<file path="config.mk">
export PLATFORM = sky130hd
export DESIGN_NAME = sub16sat_step
export DESIGN_NICKNAME = d
export VERILOG_FILES = /design/src/rtl/sub16sat_step.sv
export SDC_FILE = /design/constraint.sdc
export NUM_CORES = 1
export LEC_CHECK = 0
export ABC_AREA = 1
export CORE_MARGIN = 4
export CORE_UTILIZATION = 55
export CTS_BUF_LIST = sky130_fd_sc_hd__clkbuf_2
export CTS_CLUSTER_SIZE = 25
export DETAILED_ROUTE_END_ITERATION = 10
export PLACE_DENSITY = 0.88
export SLEW_MARGIN = 5
export SYNTH_ARGS = -nofsm -noshare
export SYNTH_HDL_FRONTEND = slang
export SYNTH_SLANG_ARGS = --single-unit
</file>
<file path="constraint.sdc">
create_clock -name clk -period 4.8 [get_ports clk]
set_input_delay 0.48 -clock clk [delete_from_list [all_inputs] [get_ports clk]]
set_output_delay 0.48 -clock clk [all_outputs]
set_load 0.02 [all_outputs]
</file>
<file path="src/rtl/sub16sat_step.sv">
// Sequenced saturating subtractor: repeatedly subtracts a signed step from a
// 16-bit accumulator and streams each result over a valid/ready handshake.
module sub16sat_step #(
    parameter int CW = 8
) (
    input  logic          clk,
    input  logic          resetl,
    input  logic          start,
    input  logic [15:0]   init,
    input  logic [15:0]   delta,
    input  logic [CW-1:0] count,
    input  logic          sat,
    input  logic          eightbit,
    output logic          busy,
    output logic [15:0]   r,
    output logic          rsat,
    output logic          rvalid,
    input  logic          rready,
    output logic          done
);

    typedef enum logic [1:0] {
        IDLE,
        STEP,
        HOLD,
        DONE
    } state_t;

    state_t        state;
    logic [15:0]   acc;
    logic [15:0]   d;
    logic [CW-1:0] rem;
    logic          sat_en;
    logic          lane8;

    logic [17:0]   t;
    logic [9:0]    tl;
    logic [7:0]    th;
    logic [7:0]    lo;
    logic [15:0]   nxt;
    logic          nxt_sat;

    // 18 bits: unsigned 16-bit minus signed 16-bit spans -32767..98303.
    always_comb begin
        t       = {2'b00, acc} - {{2{d[15]}}, d};
        tl      = {2'b00, acc[7:0]} - {{2{d[7]}}, d[7:0]};
        th      = acc[15:8] - d[15:8];
        lo      = tl[7:0];
        nxt     = t[15:0];
        nxt_sat = 1'b0;
        if (lane8) begin
            if (sat_en && tl[9]) begin
                lo      = 8'h00;
                nxt_sat = 1'b1;
            end else if (sat_en && tl[8]) begin
                lo      = 8'hFF;
                nxt_sat = 1'b1;
            end
            nxt = {th, lo};
        end else if (sat_en && t[17]) begin
            nxt     = 16'h0000;
            nxt_sat = 1'b1;
        end else if (sat_en && t[16]) begin
            nxt     = 16'hFFFF;
            nxt_sat = 1'b1;
        end
    end

    always_ff @(posedge clk or negedge resetl) begin
        if (!resetl) begin
            state  <= IDLE;
            busy   <= 1'b0;
            r      <= 16'h0000;
            rsat   <= 1'b0;
            rvalid <= 1'b0;
            done   <= 1'b0;
            acc    <= 16'h0000;
            d      <= 16'h0000;
            rem    <= '0;
            sat_en <= 1'b0;
            lane8  <= 1'b0;
        end else begin
            unique case (state)
                IDLE: begin
                    done <= 1'b0;
                    busy <= 1'b0;
                    if (start) begin
                        acc    <= init;
                        d      <= delta;
                        rem    <= count;
                        sat_en <= sat;
                        lane8  <= eightbit;
                        busy   <= 1'b1;
                        state  <= (count != '0) ? STEP : DONE;
                    end
                end
                STEP: begin
                    r      <= nxt;
                    rsat   <= nxt_sat;
                    acc    <= nxt;
                    rvalid <= 1'b1;
                    rem    <= rem - CW'(1);
                    state  <= HOLD;
                end
                HOLD: begin
                    if (rready) begin
                        if (rem != '0) begin
                            r    <= nxt;
                            rsat <= nxt_sat;
                            acc  <= nxt;
                            rem  <= rem - CW'(1);
                        end else begin
                            rvalid <= 1'b0;
                            state  <= DONE;
                        end
                    end
                end
                DONE: begin
                    // busy stays high through the done cycle; IDLE drops it
                    done  <= 1'b1;
                    state <= IDLE;
                end
            endcase
        end
    end

endmodule

</file>
==> results of run 1 <==
==> kinds of logic (layout without fill, tap and decap cells) <==
family                     count (synthesis)  after routing  synth area share
AOI/OAI and AO/OA                         72             72            0.0835
xor gates and xnor gates                  11             11            0.0209
adders and majority gates                 25             25            0.0713
buffers and inverters                     96            161            0.0966
DFF                                       64             64             0.348
muxes                                      2              2           0.00490
and+or+nand+nor                          408            408             0.375
==> per-layer routing <==
| layer | vias up | GRT usage |
|---|---|---|
| met5 | - | 0 |
| li1 | 2240 | - |
| met1 | 2088 | 0.316 |
| met3 | 36 | 0.0351 |
| met2 | 174 | 0.427 |
| met4 | 0 | 0.114 |
==> layout make-up <==
| class | count | share of cell area |
|---|---|---|
| multi-input combinational | 518 | 0.474 |
| sequential | 64 | 0.297 |
| timing repair buffer | 68 | 0.124 |
| inverter | 77 | 0.0537 |
| tap | 105 | 0.0244 |
| clock inverter | 7 | 0.0179 |
| clock buffer | 9 | 0.00836 |
==> sequential cells by signal (all words and copies together) (netlist names), 2 cells and up <==
register	cells
acc	16
d	16
r	16
rem	8
state	2
==> critical path, cell delays in order, from the launching register on <==
cell	delay, ns
dfrtp_1	0.41
inv_1	0.07
ha_1	0.27
buf_4	0.38
inv_2	0.21
or2_1	0.27
nand2_1	0.08
nand3_2	0.60
inv_2	0.38
o21ai_0	0.14
a21o_1	0.18
==> per-stage QoR <==
| stage | hold WS, ns | utilization | instances | setup slack, ns |
|---|---|---|---|---|
| finish | 0.0981 | 0.659 | 848 | 1.72 |
| floorplan | 0.184 | - | 678 | 2.65 |
| global placement | 0.464 | 0.641 | 832 | 1.93 |
| global route | 0.140 | 0.659 | 848 | 1.42 |
| detailed placement | 0.464 | 0.641 | 832 | 1.77 |
| CTS | 0.113 | 0.659 | 848 | 1.74 |
==> cells in the final DEF, fill, tap and decap left out, types with 3 or more instances in the layout <==
master	count
nand3_2	6
or2_1	4
dfrtp_1	64
xor2_1	9
o21ai_0	26
inv_1	72
ha_1	23
nor2_1	71
nand2_1	256
nor2_2	3
nand2_2	4
nand3_1	50
inv_2	5
clkdlybuf4s50_1	64
buf_4	3
a21oi_1	37
nor3_1	3
clkbuf_2	9
==> path summary, 6_finish.rpt <==
check	to	cells after the start	slack [ns]
min	d[6]$_DFFE_PN0P_	2	0.1
min reg2reg	r[5]$_DFFE_PN0P_	2	0.50
max in group asynchronous	d[15]$_DFFE_PN0P_	2	4.16
min in group clk	r[5]$_DFFE_PN0P_	2	0.50
max	rem[4]$_DFFE_PN0P_	10	1.72
max reg2reg	rem[4]$_DFFE_PN0P_	10	1.72
==> results.md, run 1 <==
- The iteration count of the initial detailed-routing pass is 6.
- At the later pin of the worst-skew pair, clock insertion delay measures between 0.5 and 0.6 ns.
- The number of filler instances in the final layout is between 700 and 800.
- Summing over every cut layer, the via total after detailed routing is between 4000 and 5000.
- Along the worst path, the maximum fanout reaches between 40 and 50.
- The final clock skew is about 0.014 ns.
- The finished cells cover 0.00539 mm^2.
- The layout cell share with drive strength beyond 1 is 0.0633.
- The y dimension of the die is 99.4 um.
- The number of hold-slack violations in the final timing report came to 0.
- The distinct cell type count after synthesis is 36.
- The first element of the critical path is state[1]$_DFFE_PN0P_.
- The remaining max-slew budget at the tightest pin is 0.458.
- In this run the cell area measured after placement is between 0.005 and 0.006 mm^2.
- In this run the clock root is driven by a clkbuf_2.
- The number of nets handed over by synthesis was roughly 750.
- The x dimension of the die is 99.4 um.
- The clock period minus worst slack is 3.08 ns.
- The number of nets in the layout is 809.
- The async set or reset register ratio after synthesis is 1.00.
- The initial utilization of the core area, before any placement, comes to 0.563.
- Yosys instantiated no cell more often than nand2_1.
- The starting DRC count in detailed routing is around 280.
- In the final layout, the multi-input gates occupy roughly 0.0026 mm^2.
- The flow ran to the end, and the final reports show no timing, DRC or antenna violations.
- For the final routed database, the setup TNS stands at 0 ns.
- Sorting the synthesized cells by how often they occur yields 256 x nand2_1, 72 x inv_1, 71 x nor2_1.
- The die covers between 0.009 and 0.01 mm^2.
- Summed over all instances, the cell type with the most area after synthesis is dfrtp_1.
- During placement, the flow inserted port buffers numbering 65.
- Wires add up to ~12000 um.
- For this design, the CTS-stage hold fixing added 0 buffers.
- TritonCTS created 9 clock buffers.
- After detailed routing, the met2 layer carries 5860 um of wire.
- The data arrival time of the worst path is ~3.5 ns.
- The top layer reached by signal wires is met4.
- The launching point of the worst reg2reg path is state[1]$_DFFE_PN0P_.
- The residual DRC count is 0.
- The count of nets left with antenna violations once routing finished came out at 0.
- The pin count of the biggest net entering global routing is 65.
- The timing-limited maximum frequency is 0.325 GHz.
- Gates resized during post-CTS repair numbered 0.
- The synthesized instance count is roughly 680.
- Setup violations remaining at the end of the flow were counted as 0.
- The flip-flop cell with the highest count after synthesis is dfrtp_1.
- The number of global-route vias before repair is around 4400.
- The area added between synthesis and finish is 17.1%.
- The clock sink total is 64.
- The count of synthesis-stage warnings from yosys is 0.
- The proportion of netlist area held by the largest area contributor is 0.348.
- The type of the worst setup path is register to register.
- The min-delay analysis places its worst path in the category input pin to asynchronous set/reset pin.
- Global routing finished with a remaining overflow of 0.
- Ranked by total cell area, the synthesized netlist is headed by dfrtp_1 35%, nand2_1 21%, ha_1 6.3%.
- After detailed routing, the average wire length per cell comes to roughly 14 um.
- The worst-margin pin slew is between 0.8 and 0.9 ns.
- At the worst endpoint, the required time is 5.23 ns.
- Post-CTS timing repair inserted 0 buffers for setup.
- The number of max-slew violations in the final report is 0.
- Row generation in the floorplan step produced 33 rows.
- The tool flagged a number of max-cap violations equal to 0.
- The via density per instance is 5.35.
- The global-route total usage across every layer is 0.251.
- The routability congestion estimate from global placement is approximately 0.96.
- The flop and latch count out of synthesis is 64.
- The part of the Yosys area used for sequential elements is 0.348.
- STA classifies the critical path endpoint as a register.
- In this run the number of H-tree levels came out at 3.
- The routed design uses 777 um of met3 wire.
- The core region area is about 0.0082 mm^2.
- The number of enable flip-flop cells after synthesis is 0.
- The netlist area before placement is around 0.0046 mm^2.
- After clock tree synthesis, the clock-pin slew on the worst setup and hold paths is approximately 0.20 ns.
- The first global-routing pass estimated 19900 um of wire.
- Dividing the final minimum period by the clock period gives 0.641.
- between 60 and 70 I/O pins were placed.
- The repair_antennas step left the layout with diodes totalling 0.
- The number of antenna violations at the first check in global routing is 0.
- Dividing the synthesized area by the synthesized cell count gives 6.78 um^2.
- The estimated wirelength of the detail-placed design is 8930 um.
- The startpoint type of the worst setup path is a register.
- The area of all sequential standard cells is approximately 0.0016 mm^2.
- The wire length the detailed router placed on met1 is approximately 5000 um.
- TritonCTS built the clock tree.
- Setup repair after global routing left no endpoint under its margin.
- The maximum buffer depth of the clock tree is 2.
Power of run 1 is not shown: default switching activity piles up to over one toggle a cycle in this logic, so the estimate is an artifact.
==> run 2, diff against run 1 <==
- CORE_UTILIZATION: 55 -> 52
- clock period: 4.8 -> 2.8 ns (I/O delays scaled with it)
==> results.md, run 2 (synthesis results as in run 1) <==
- The cell with the most instances on the worst path is nand2_1 (was inv_2).
- The master cell of the clock root buffer was clkbuf_2 (unchanged).
- The required time at the worst-slack endpoint is 3.23 ns (was 5.23 ns).
- The initial standard-cell utilization of the core is 0.530 (was 0.563).
- The type of the worst setup path is register to register (unchanged).
- The setup total negative slack came to 0 ns (unchanged).
- The type of the most critical hold path was input pin to asynchronous set/reset pin (unchanged).
- The post-CTS setup buffer count is 0 (unchanged).
- The slack of the worst reg-to-reg path is 0.34 ns (was 1.72 ns).
- The top cell family by delay on the critical path was simple AND/OR/NAND/NOR gates (was buffers and inverters).
- The number of cell instances on the worst register-to-register path is 12 (was 10).
- The number of antenna violations at the first check in global routing is 0 (unchanged).
- The share of the clock period used by the worst path after layout was 0.879 (was 0.641).
- The slowest cell on the critical path is dfrtp_1 (was nand3_2).
- The antenna cell count was 0 (unchanged).
- The clock sink total is 64 (unchanged).
- The total clock buffers created by CTS is 9 (unchanged).
- The via density per instance was 5.32 (was 5.35).
- The first element of the critical path was rem[0]$_DFFE_PN0P_ (was state[1]$_DFFE_PN0P_).
- The number of max-cap violations is 0 (unchanged).
- The final clock skew was 0.0323 ns (was 0.0138 ns).
- Series of cell instances along the critical path: inv_1 -> ha_1 -> inv_1 -> nor3_2 -> nand3_1 -> or2_1 -> nor2_2 -> nand2_1 -> nand3_2 -> inv_2 -> nand2_1 -> nand2_1 (was inv_1 -> ha_1 -> buf_4 -> inv_2 -> or2_1 -> nand2_1 -> nand3_2 -> inv_2 -> o21ai_0 -> a21o_1).
- The number of buffers added on ports was 65 (unchanged).
- The data arrival time of the worst path is 2.90 ns (was 3.51 ns).
- The clock transition time at the flip-flop clock pins of the worst setup and hold paths is 0.22 ns (was 0.20 ns).
- The number of instances resized during post-cts repair is 0 (unchanged).
- The critical-path maximum fanout is 18 (was 41).
- The iteration count of the initial detailed-routing pass was 5 (was 6).
- The reg-to-reg critical path endpoint is r[12]$_DFFE_PN0P_ (was rem[4]$_DFFE_PN0P_).
- The commonest non-fill, non-tap cell in the layout is nand2_1 (unchanged).
- The maximum buffer depth of the clock tree was 2 (unchanged).
- The H-tree depth reported by CTS came to 3 (unchanged).
- The estimated wirelength of the detail-placed design is 9530 um (was 8930 um).
- The startpoint type of the worst setup path is a register (unchanged).
- The y dimension of the die is 102 um (was 99.4 um).
- The final cell count without fillers is 854 (was 848).
- The core region area is 0.00868 mm^2 (was 0.00818 mm^2).
- The routability congestion estimate from global placement is 1.01 (was 0.960).
- Unrepaired setup endpoints after global routing: no (unchanged).
- The delay of the slowest critical-path stage is 0.44 ns (was 0.60 ns).
- The pin count of the biggest net entering global routing came to 41 (was 65).
- The clock period minus worst slack is 2.46 ns (was 3.08 ns).
- The timing-limited maximum frequency is 0.406 GHz (was 0.325 GHz).
- The number of hold-slack violations in the final timing report is 0 (unchanged).
- Commonest cells after routing, fill and taps aside: 256 x nand2_1, 72 x inv_1, 71 x nor2_1 (unchanged).
- The number of max-slew violations in the final report is 0 (unchanged).
- The x dimension of the die is 102 um (was 99.4 um).
- The kind of capture point of the worst setup path is a register (unchanged).
- The buffering stage count on the worst path with inverters included is 3 (was 4).
- The worst-margin pin slew is 0.805 ns (was 0.813 ns).
- The post-detailed-routing wire length came to 12500 um (was 12000 um).
- The area added between synthesis and finish was 17.9% (was 17.1%).
- The residual DRC count is 0 (unchanged).
- The number of filler instances in the final layout is 829 (was 730).
- The count of nets left with antenna violations after detail routing came to 0 (unchanged).
- The clock latency of the later-clocked register in the worst-skew pair is 0.55 ns (was 0.52 ns).
- The count of hold buffers inserted by post-cts repair came to 1 (was 0).
- The depth of the critical timing path with buffers and inverters included is 12 (was 10).
- The number of nets in the layout is 812 (was 809).
- The TritonCTS clock tree is yes (unchanged).
- The via total after detailed routing is 4542 (was 4538).
- The launching point of the worst reg2reg path is rem[0]$_DFFE_PN0P_ (was state[1]$_DFFE_PN0P_).
- The count of pins on the block boundary is 66 (unchanged).
- The layout cell share with drive strength beyond 1 is 0.0643 (was 0.0633).
- The overall overflow remaining after global route is 0 (unchanged).
- Result of the run: complete, no violations (unchanged).
- The starting DRC count in detailed routing came to 286 (was 283).
- The cell row count is 34 (was 33).
- Registers with the highest flip-flop counts: acc x16, d x16, r x16 (unchanged).
- The instance count after placement with tap cells included is 837 (was 832).
- The area enclosed by the die boundary is 0.0104 mm^2 (was 0.00989 mm^2).
- The number of global-route vias before repair is 4399 (was 4376).
- The wire length of the first global-routing pass is 20400 um (was 19900 um).
- The count of endpoints failing setup in the final report is 0 (unchanged).
- The remaining max-slew budget at the tightest pin is 0.463 (was 0.458).
- The global-route total usage across every layer is 0.251 (about the same).
- The routed length per instance is 14.7 um (was 14.1 um).
==> run 2: cell type report <==
cell class                      instances  area (um^2)  area share
Multi-Input combinational cell        518         2550       0.471
Sequential cell                        64         1600       0.295
Timing Repair Buffer                   71          706       0.130
Inverter                               77          289      0.0533
Tap cell                              108          135      0.0249
Clock inverter                          7         93.8      0.0173
Clock buffer                            9         45.0     0.00830
==> run 2: worst max-delay path by stage <==
stage                           to  slack, ns
2_1_floorplan   acc[5]$_DFFE_PN0P_       0.65
3_5_place_dp   acc[15]$_DFFE_PN0P_       0.41
4_1_cts        acc[10]$_DFFE_PN0P_       0.36
6_report         r[12]$_DFFE_PN0P_       0.34
5_1_grt          r[12]$_DFFE_PN0P_       0.12
3_3_place_gp    acc[9]$_DFFE_PN0P_       0.47
==> run 2: through the flow <==
stage	area (um^2)	hold slack, ns	util	setup WS [ns]
6_report	5420	0.257	0.625	0.338
5_1_grt	5420	0.272	0.625	0.120
4_1_cts	5420	0.275	0.625	0.362
3_5_place_dp	5280	0.347	0.608	0.406
3_3_place_gp	5280	0.339	0.608	0.465
2_1_floorplan	4600	-0.0156	-	0.655
==> run 2: per-layer routing <==
metal	GRT usage	vias up	share of wire	routed length, um
met2	0.419	145	0.48	5960
met3	0.0451	36	0.052	657
li1	-	2251	-	-
met1	0.314	2110	0.43	5400
met4	0.121	0	0.040	503
met5	0	-	0	0
Power of run 2 is left out for the same reason.
